**src/rtl/csr_pkg.sv**
```systemverilog
// Shared CSR definitions: modify codes, CSR addresses, the UART
// receiver state encoding and the status-bit modify helper.
package csr_pkg;

    typedef enum logic [2:0] {
        MOD_NONE  = 3'd0,
        MOD_WRITE = 3'd1,
        MOD_SET   = 3'd2,
        MOD_CLEAR = 3'd3
    } mod_e;

    localparam logic [11:0] CSR_UART      = 12'hbc0;
    localparam logic [11:0] CSR_UART_STAT = 12'hbc1;
    localparam logic [11:0] CSR_SIM       = 12'h3ff;

    localparam logic [31:0] RX_EOF = 32'hFFFF_FFFF;

    typedef enum logic [2:0] {
        IDLE,
        START,
        DATA,
        STOP,
        WAITHI
    } rx_state_e;

    // Applies a CSR modify code to a group of writable bits.
    function automatic logic [1:0] csr_apply(
        input logic [2:0] m,
        input logic [1:0] cur,
        input logic [1:0] w
    );
        logic [1:0] r;
        r = cur;
        case (m)
            MOD_WRITE: r = w;
            MOD_SET:   r = cur | w;
            MOD_CLEAR: r = cur & ~w;
            default:   r = cur;
        endcase
        return r;
    endfunction

endpackage

```
**src/rtl/csr_uart_rx_if.sv**
```systemverilog
// CSR bus between pipeline (master) and a CSR responder (slave).
// Ports: read, modify[2:0], wdata[31:0], addr[11:0] -> rdata[31:0], valid.
interface csr_uart_rx_if;

    logic        read;
    logic [2:0]  modify;
    logic [31:0] wdata;
    logic [11:0] addr;
    logic [31:0] rdata;
    logic        valid;

    modport master (
        output read,
        output modify,
        output wdata,
        output addr,
        input  rdata,
        input  valid
    );

    modport slave (
        input  read,
        input  modify,
        input  wdata,
        input  addr,
        output rdata,
        output valid
    );

endinterface

```
**src/rtl/uart_rx_fifo.sv**
```systemverilog
// Byte FIFO for the UART receiver, depth 2**FIFO_LOG2.
// Ports: clk, rstn, push/din, pop/dout, full, empty, count.
module uart_rx_fifo #(
    parameter int FIFO_LOG2 = 2,
    parameter int WIDTH     = 8
) (
    input  logic                 clk,
    input  logic                 rstn,
    input  logic                 push,
    input  logic                 pop,
    input  logic [WIDTH-1:0]     din,
    output logic [WIDTH-1:0]     dout,
    output logic                 full,
    output logic                 empty,
    output logic [FIFO_LOG2:0]   count
);

    localparam int DEPTH = 1 << FIFO_LOG2;

    logic [WIDTH-1:0]   mem [DEPTH];
    logic [FIFO_LOG2:0] wptr;
    logic [FIFO_LOG2:0] rptr;
    logic               do_pop;
    logic               do_push;

    assign empty = (wptr == rptr);
    // Pointers carry one extra wrap bit: full when only that bit differs.
    assign full  = ((wptr ^ rptr) == {1'b1, {FIFO_LOG2{1'b0}}});
    assign count = wptr - rptr;
    assign dout  = mem[rptr[FIFO_LOG2-1:0]];

    assign do_pop  = pop && !empty;
    // A pop in the same cycle frees the slot a full FIFO needs.
    assign do_push = push && (!full || do_pop);

    always_ff @(posedge clk or negedge rstn) begin
        if (!rstn) begin
            wptr <= '0;
            rptr <= '0;
        end else begin
            if (do_push) wptr <= wptr + 1'b1;
            if (do_pop)  rptr <= rptr + 1'b1;
        end
    end

    always_ff @(posedge clk) begin
        if (do_push) mem[wptr[FIFO_LOG2-1:0]] <= din;
    end

endmodule

```
**src/rtl/csr_uart_rx.sv**
```systemverilog
// CSR-mapped 8N1 UART receiver with byte FIFO and status register.
// Ports: clk, rstn, bus (CSR slave), rx (serial in), irq (FIFO non-empty).
module csr_uart_rx
    import csr_pkg::*;
#(
    parameter logic [11:0] BASE_ADDR   = CSR_UART,
    parameter int          CLK_PER_BIT = 868,
    parameter int          FIFO_LOG2   = 2
) (
    input  logic          clk,
    input  logic          rstn,
    csr_uart_rx_if.slave  bus,
    input  logic          rx,
    output logic          irq
);

    localparam int TW = $clog2(CLK_PER_BIT);
    localparam int CW = FIFO_LOG2 + 1;
    localparam logic [TW-1:0] T_HALF = TW'(CLK_PER_BIT / 2);
    localparam logic [TW-1:0] T_FULL = TW'(CLK_PER_BIT - 1);
    localparam logic [11:0] STAT_ADDR = BASE_ADDR + 12'd1;

    // Synchroniser and start-edge qualification
    logic       rx_meta;
    logic       rx_s;
    logic [1:0] sync_ok;
    logic       armed;

    // Receiver FSM
    rx_state_e  state;
    rx_state_e  state_nxt;
    logic [TW-1:0] timer;
    logic [2:0] bit_cnt;
    logic [7:0] shreg;
    logic       expired;
    logic       ld_half;
    logic       ld_full;
    logic       do_shift;
    logic       stop_ok;
    logic       stop_bad;
    logic       push_q;

    // FIFO
    logic          pop;
    logic          full;
    logic          empty;
    logic [7:0]    head;
    logic [CW-1:0] count;
    logic [CW-1:0] count_nxt;
    logic          push_ok;
    logic          ovr_set;

    // CSR
    logic [11:0] addr_q;
    logic        ferr;
    logic        ovr;
    logic [1:0]  flags_nxt;
    logic        rd_data_hit;
    logic        rd_stat_hit;
    logic        mod_hit;
    logic [3:0]  cnt4;
    logic [31:0] status;
    logic [31:0] rdata_nxt;
    logic        unused_wdata;

    assign unused_wdata = ^{bus.wdata[31:3], bus.wdata[0]};

    // The synchroniser resets high; sync_ok keeps that preload from
    // counting as a genuine idle level on the pin.
    always_ff @(posedge clk or negedge rstn) begin
        if (!rstn) begin
            rx_meta <= 1'b1;
            rx_s    <= 1'b1;
            sync_ok <= 2'b00;
            armed   <= 1'b0;
        end else begin
            rx_meta <= rx;
            rx_s    <= rx_meta;
            sync_ok <= {sync_ok[0], 1'b1};
            armed   <= (state == IDLE) && rx_s && sync_ok[1];
        end
    end

    assign expired = (timer == '0);

    always_comb begin
        state_nxt = state;
        ld_half   = 1'b0;
        ld_full   = 1'b0;
        do_shift  = 1'b0;
        stop_ok   = 1'b0;
        stop_bad  = 1'b0;
        unique case (state)
            IDLE: begin
                if (armed && !rx_s) begin
                    state_nxt = START;
                    ld_half   = 1'b1;
                end
            end
            START: begin
                if (expired) begin
                    if (rx_s) begin
                        state_nxt = IDLE;
                    end else begin
                        state_nxt = DATA;
                        ld_full   = 1'b1;
                    end
                end
            end
            DATA: begin
                if (expired) begin
                    do_shift = 1'b1;
                    ld_full  = 1'b1;
                    if (bit_cnt == 3'd7) state_nxt = STOP;
                end
            end
            STOP: begin
                if (expired) begin
                    if (rx_s) begin
                        stop_ok   = 1'b1;
                        state_nxt = IDLE;
                    end else begin
                        stop_bad  = 1'b1;
                        state_nxt = WAITHI;
                    end
                end
            end
            WAITHI: begin
                if (rx_s) state_nxt = IDLE;
            end
            default: state_nxt = IDLE;
        endcase
    end

    always_ff @(posedge clk or negedge rstn) begin
        if (!rstn) begin
            state   <= IDLE;
            timer   <= '0;
            bit_cnt <= '0;
            shreg   <= '0;
            push_q  <= 1'b0;
        end else begin
            state  <= state_nxt;
            push_q <= stop_ok;
            if (ld_half)
                timer <= T_HALF;
            else if (ld_full)
                timer <= T_FULL;
            else if (!expired)
                timer <= timer - 1'b1;
            if (ld_half)
                bit_cnt <= '0;
            else if (do_shift)
                bit_cnt <= bit_cnt + 1'b1;
            if (do_shift)
                shreg <= {rx_s, shreg[7:1]};
        end
    end

    assign rd_data_hit = bus.read && (bus.addr == BASE_ADDR);
    assign rd_stat_hit = bus.read && (bus.addr == STAT_ADDR);
    assign pop         = rd_data_hit && !empty;

    uart_rx_fifo #(
        .FIFO_LOG2 (FIFO_LOG2),
        .WIDTH     (8)
    ) u_fifo (
        .clk   (clk),
        .rstn  (rstn),
        .push  (push_q),
        .pop   (pop),
        .din   (shreg),
        .dout  (head),
        .full  (full),
        .empty (empty),
        .count (count)
    );

    assign push_ok   = push_q && (!full || pop);
    assign ovr_set   = push_q && full && !pop;
    assign count_nxt = count + CW'(push_ok) - CW'(pop);

    // Modify lands one cycle after its address.
    assign mod_hit = (addr_q == STAT_ADDR);

    always_comb begin
        flags_nxt = {ferr, ovr};
        if (mod_hit)
            flags_nxt = csr_apply(bus.modify, {ferr, ovr}, bus.wdata[2:1]);
        // Hardware events override a same-cycle clear.
        flags_nxt = flags_nxt | {stop_bad, ovr_set};
    end

    assign cnt4   = 4'(count);
    assign status = {24'b0, cnt4, 1'b0, ferr, ovr, !empty};

    always_comb begin
        rdata_nxt = '0;
        unique case (1'b1)
            rd_data_hit: rdata_nxt = empty ? RX_EOF : {24'b0, head};
            rd_stat_hit: rdata_nxt = status;
            default:     rdata_nxt = '0;
        endcase
    end

    always_ff @(posedge clk or negedge rstn) begin
        if (!rstn) begin
            addr_q    <= '0;
            ferr      <= 1'b0;
            ovr       <= 1'b0;
            bus.rdata <= '0;
            bus.valid <= 1'b0;
            irq       <= 1'b0;
        end else begin
            addr_q    <= bus.addr;
            ferr      <= flags_nxt[1];
            ovr       <= flags_nxt[0];
            bus.rdata <= rdata_nxt;
            bus.valid <= rd_data_hit || rd_stat_hit;
            irq       <= (count_nxt != '0);
        end
    end

endmodule

```
**src/flat_wrapper.sv**
```systemverilog
// flat-port wrapper written by rule: the top's interface ports become plain ports
module csr_uart_rx_flat import csr_pkg::*;
#(
    parameter logic [11:0] BASE_ADDR   = CSR_UART,
    parameter int          CLK_PER_BIT = 868,
    parameter int          FIFO_LOG2   = 2
)
  (clk, rstn, rx, irq, bus_read, bus_modify, bus_wdata, bus_addr, bus_rdata, bus_valid);
  csr_uart_rx_if bus_i ();
  input  logic clk;
  input  logic rstn;
  input  logic rx;
  output logic irq;
  input wire logic [$bits(bus_i.read)-1:0] bus_read;
  input wire logic [$bits(bus_i.modify)-1:0] bus_modify;
  input wire logic [$bits(bus_i.wdata)-1:0] bus_wdata;
  input wire logic [$bits(bus_i.addr)-1:0] bus_addr;
  output wire logic [$bits(bus_i.rdata)-1:0] bus_rdata;
  output wire logic [$bits(bus_i.valid)-1:0] bus_valid;
  assign bus_i.read = bus_read;
  assign bus_i.modify = bus_modify;
  assign bus_i.wdata = bus_wdata;
  assign bus_i.addr = bus_addr;
  assign bus_rdata = bus_i.rdata;
  assign bus_valid = bus_i.valid;
  csr_uart_rx #(.BASE_ADDR(BASE_ADDR), .CLK_PER_BIT(CLK_PER_BIT), .FIFO_LOG2(FIFO_LOG2)) u_core (.clk(clk), .rstn(rstn), .bus(bus_i), .rx(rx), .irq(irq));
endmodule
```
**config.mk**
```make
export PLATFORM = sky130hd
export DESIGN_NAME = csr_uart_rx_flat
export DESIGN_NICKNAME = d
export VERILOG_FILES = /design/src/rtl/csr_pkg.sv /design/src/rtl/csr_uart_rx_if.sv /design/src/rtl/uart_rx_fifo.sv /design/src/rtl/csr_uart_rx.sv /design/src/flat_wrapper.sv
export SDC_FILE = /design/constraint.sdc
export NUM_CORES = 1
export LEC_CHECK = 0
export CAP_MARGIN = 10
export CORE_ASPECT_RATIO = 0.9
export CORE_MARGIN = 1
export CORE_UTILIZATION = 35
export CTS_CLUSTER_DIAMETER = 150
export CTS_CLUSTER_SIZE = 16
export DETAILED_ROUTE_END_ITERATION = 12
export MAX_ROUTING_LAYER = met4
export PLACE_DENSITY_LB_ADDON = 0.1
export SLEW_MARGIN = 20
export SYNTH_ARGS = -nofsm -noshare
export SYNTH_HDL_FRONTEND = slang
export SYNTH_SLANG_ARGS = --single-unit
```
**constraint.sdc**
```tcl
create_clock -name clk -period 3.5 [get_ports clk]
set_input_delay 0.7 -clock clk [delete_from_list [all_inputs] [get_ports clk]]
set_output_delay 0.7 -clock clk [all_outputs]
set_load 0.03 [all_outputs]
```
==> results.txt <==
Run status -> completed
Worst path top cell family by delay -> simple AND/OR/NAND/NOR gates
Via Count -> 2,371
Sequential share of power -> 53.2%
Fin. Hold Viols -> 0
Hold WC Path Type -> reg -> reg
Slowest cell on the critical path -> or4_4
Max cap viols -> 0
CTS Buffer Depth -> 2
Dpl ws -> -19.1 ps
Buffers added on ports -> 54
Post-synth top area share -> 35.6%
Footprint of the multi-input gates -> 0.00139 mm2
Sequential cell area -> 0.00249 mm2
First-pass GRT wire length -> 12.4 mm
RSZ-0062 raised after global routing -> false
Internal power -> 1.82 mW
Clock Power Share -> 35.6%
Setup CP Type -> in -> reg
Cells along the critical path -> clkdlybuf4s50_1 > or4_4 > nor4_4 > o21ai_2 > inv_1 > ha_1 > inv_1 > ha_1 > inv_1 > fa_1 > xor2_1 > xnor2_1 > nand3b_1
Leakage -> 1.96 nW
DR pass1 iterations -> 4
Vias per cell -> 4.72
Hold_buf cts -> 0
CTS Buf Count -> 9
Cell taking the most area after synthesis -> dfrtp_1
Clock slew at reported path FFs -> 60 ps
CP dominant cell by count -> inv_1
Hold slack final -> 348 ps
Seq cells post-synth -> 93
Sw Ratio -> 25.5%
Die width -> 117 um
Post-synth top cells -> dfrtp_1, edfxtp_1, buf_4
Most frequently used cell type in the post-synthesis netlist -> dfrtp_1
Main synth FF type -> dfrtp_1
Buffers and inverters on the worst path -> 4
Fillers -> 1,095
Top post-synthesis cells by area -> dfrtp_1, edfxtp_1, mux4_2, buf_4, ha_1
Worst-path fanout max -> 2
Yosys warns -> 0
Fin crit share -> 89.7%
Fin nets -> 407
DP Wirelength -> 5.25 mm
Detail Route Antenna Nets -> 0
Die H -> 105 um
WL/cell -> 15.4 um
CP peak stage delay -> 570 ps
Mapped Cells -> 300
Async SR Flop Fraction -> 65.6%
Rel. slew slack -> 38.9%
Worst skew pair latency -> 330 ps
Routed wire length -> 7.73 mm
Gpl congestion -> 0.730
Pin count of the biggest net entering global routing -> 62
Antenna violations before repair -> 0
Iter 0 DRT Violations -> 101
Worst EP arrival -> 3360 ps
H-tree depth -> 3
Fin worst setup slack -> 359 ps
Mapped Area -> 0.00414 mm2
Sequential area share after synthesis -> 60.1%
Worst-Margin Slew -> 909 ps
Post-synth net total -> 366
PwrDens -> 490 mW/mm2
CP endpoint kind -> flop
Switching power -> 624 uW
Minimum clock period -> 3140 ps
Clock sink total -> 93
Post-synth cell types -> 50
Worst setup SP type -> primary input
Setup bufs post-CTS -> 0
PostCTS Resize Cnt -> 0
Final instance area -> 0.00499 mm2
Std-Cell Rows -> 37
CTS tree -> built
Fin Clk Skew -> 6.49 ps
Placed Area -> 0.00473 mm2
Max Fclk -> 318 MHz
Antenna fix cells -> 0
Remaining Overflow, GRT -> 0
Core Area -> 0.0115 mm2
Comb power frac -> 11.3%
Vias in the first global route -> 2,403
Max-slew violation count -> 0
Num ports -> 85
Post-synth EDFFs -> 32
Syn avg cell area -> 13.8 um2
Layout cell share with drive strength beyond 1 -> 15.9%
Setup violations, final -> 0
# DRC -> 0
Global-route usage over all layers -> 14.0%
Worst VDD drop -> 221 uV
Area of the die -> 0.0123 mm2
CTS root buffer -> clkbuf_16
WP data required -> 3720 ps
Area grow syn2layout -> 20.5%
Starting Density -> 36.1%
## cells by family (layout without fill, tap and decap cells)
| group | Yosys count | count (layout) | share of synthesized area [%] |
|---|---|---|---|
| compound gates | 38 | 38 | 6.19 |
| xor+xnor | 10 | 10 | 2.11 |
| fa+ha+maj | 15 | 15 | 4.89 |
| buf+inv | 47 | 93 | 6.37 |
| flops | 93 | 93 | 60.1 |
| mux | 21 | 21 | 7.92 |
| other cells | 1 | 1 | 0.0905 |
| simple gates | 75 | 75 | 12.3 |
## placed cells by master (no fill, tap or decap), types with 6 or more instances in the layout
cell type        netlist  final
dfrtp_1               59     59
nor3_1                11     11
clkbuf_16              0      9
nor2_1                 6      6
xnor2_1                7      7
mux2_2                10     10
nand3_1                9      9
a21oi_1                8      8
nor3b_1                7      7
o21ai_0                8      8
mux4_2                 8      8
edfxtp_1              32     32
inv_1                 14     14
ha_1                  13     13
a211oi_1               8      8
buf_4                 23      9
clkdlybuf4s50_1        0     53
## power by group through the flow
stage	registers, mW	logic [mW]	clock network, mW
2_1_floorplan	1.28	0.214	0
3_3_place_gp	1.32	0.275	0
3_5_place_dp	1.32	0.282	0
4_1_cts	1.30	0.282	0.902
5_1_grt	1.32	0.317	0.942
6_report	1.30	0.276	0.869
## flip-flops by register name (all words and copies together), names as in the netlist, 2 cells and up
name	flops
u_core.u_fifo.mem	32
u_core.sync_ok	2
u_core.addr_q	12
u_core.bit_cnt	3
u_core.u_fifo.rptr	3
u_core.timer	10
u_core.state	3
u_core.shreg	8
u_core.bus.rdata	9
u_core.u_fifo.wptr	3
## final cells by class
cell class              count  share of cell area [%]
clock buffers              12                    4.74
clock inverters             4                   0.551
inverters                  14                    1.05
multi-input cells         160                    27.8
flip-flops and latches     93                    49.9
well taps                 156                    3.91
repair buffers             63                    12.1
## path summary, 6_finish.rpt
path,start,end,slack (ps),cells after the start
max,bus_addr[1],u_core.irq,360,13
min,u_core.sync_ok[0],u_core.sync_ok[1],350,0
max reg2reg,u_core.u_fifo.rptr[1],u_core.irq,730,13
min reg2reg,u_core.sync_ok[0],u_core.sync_ok[1],350,0
max in group asynchronous,rstn,u_core.addr_q[3],2430,2
min in group asynchronous,rstn,u_core.addr_q[11],540,2
## per-stage QoR
stage | instances | power, mW | util (%) | TNS [ps]
floorplan | 300 | 1.50 | - | 0
global placement | 486 | 1.59 | 41.2 | -1.34
detailed placement | 486 | 1.60 | 41.2 | -19.1
CTS | 502 | 2.48 | 43.5 | 0
global route | 502 | 2.58 | 43.5 | 0
finish | 502 | 2.44 | 43.5 | 0
## metal layers
| layer | global-route usage, % | vias up | share of wire (%) |
|---|---|---|---|
| met2 | 21.5 | 66 | 45 |
| met3 | 4.23 | 8 | 6.6 |
| met5 | - | - | 0 |
| li1 | - | 1147 | - |
| met1 | 17.8 | 1150 | 47 |
| met4 | 4.34 | 0 | 1.3 |
(Power assumes the default switching activity.)
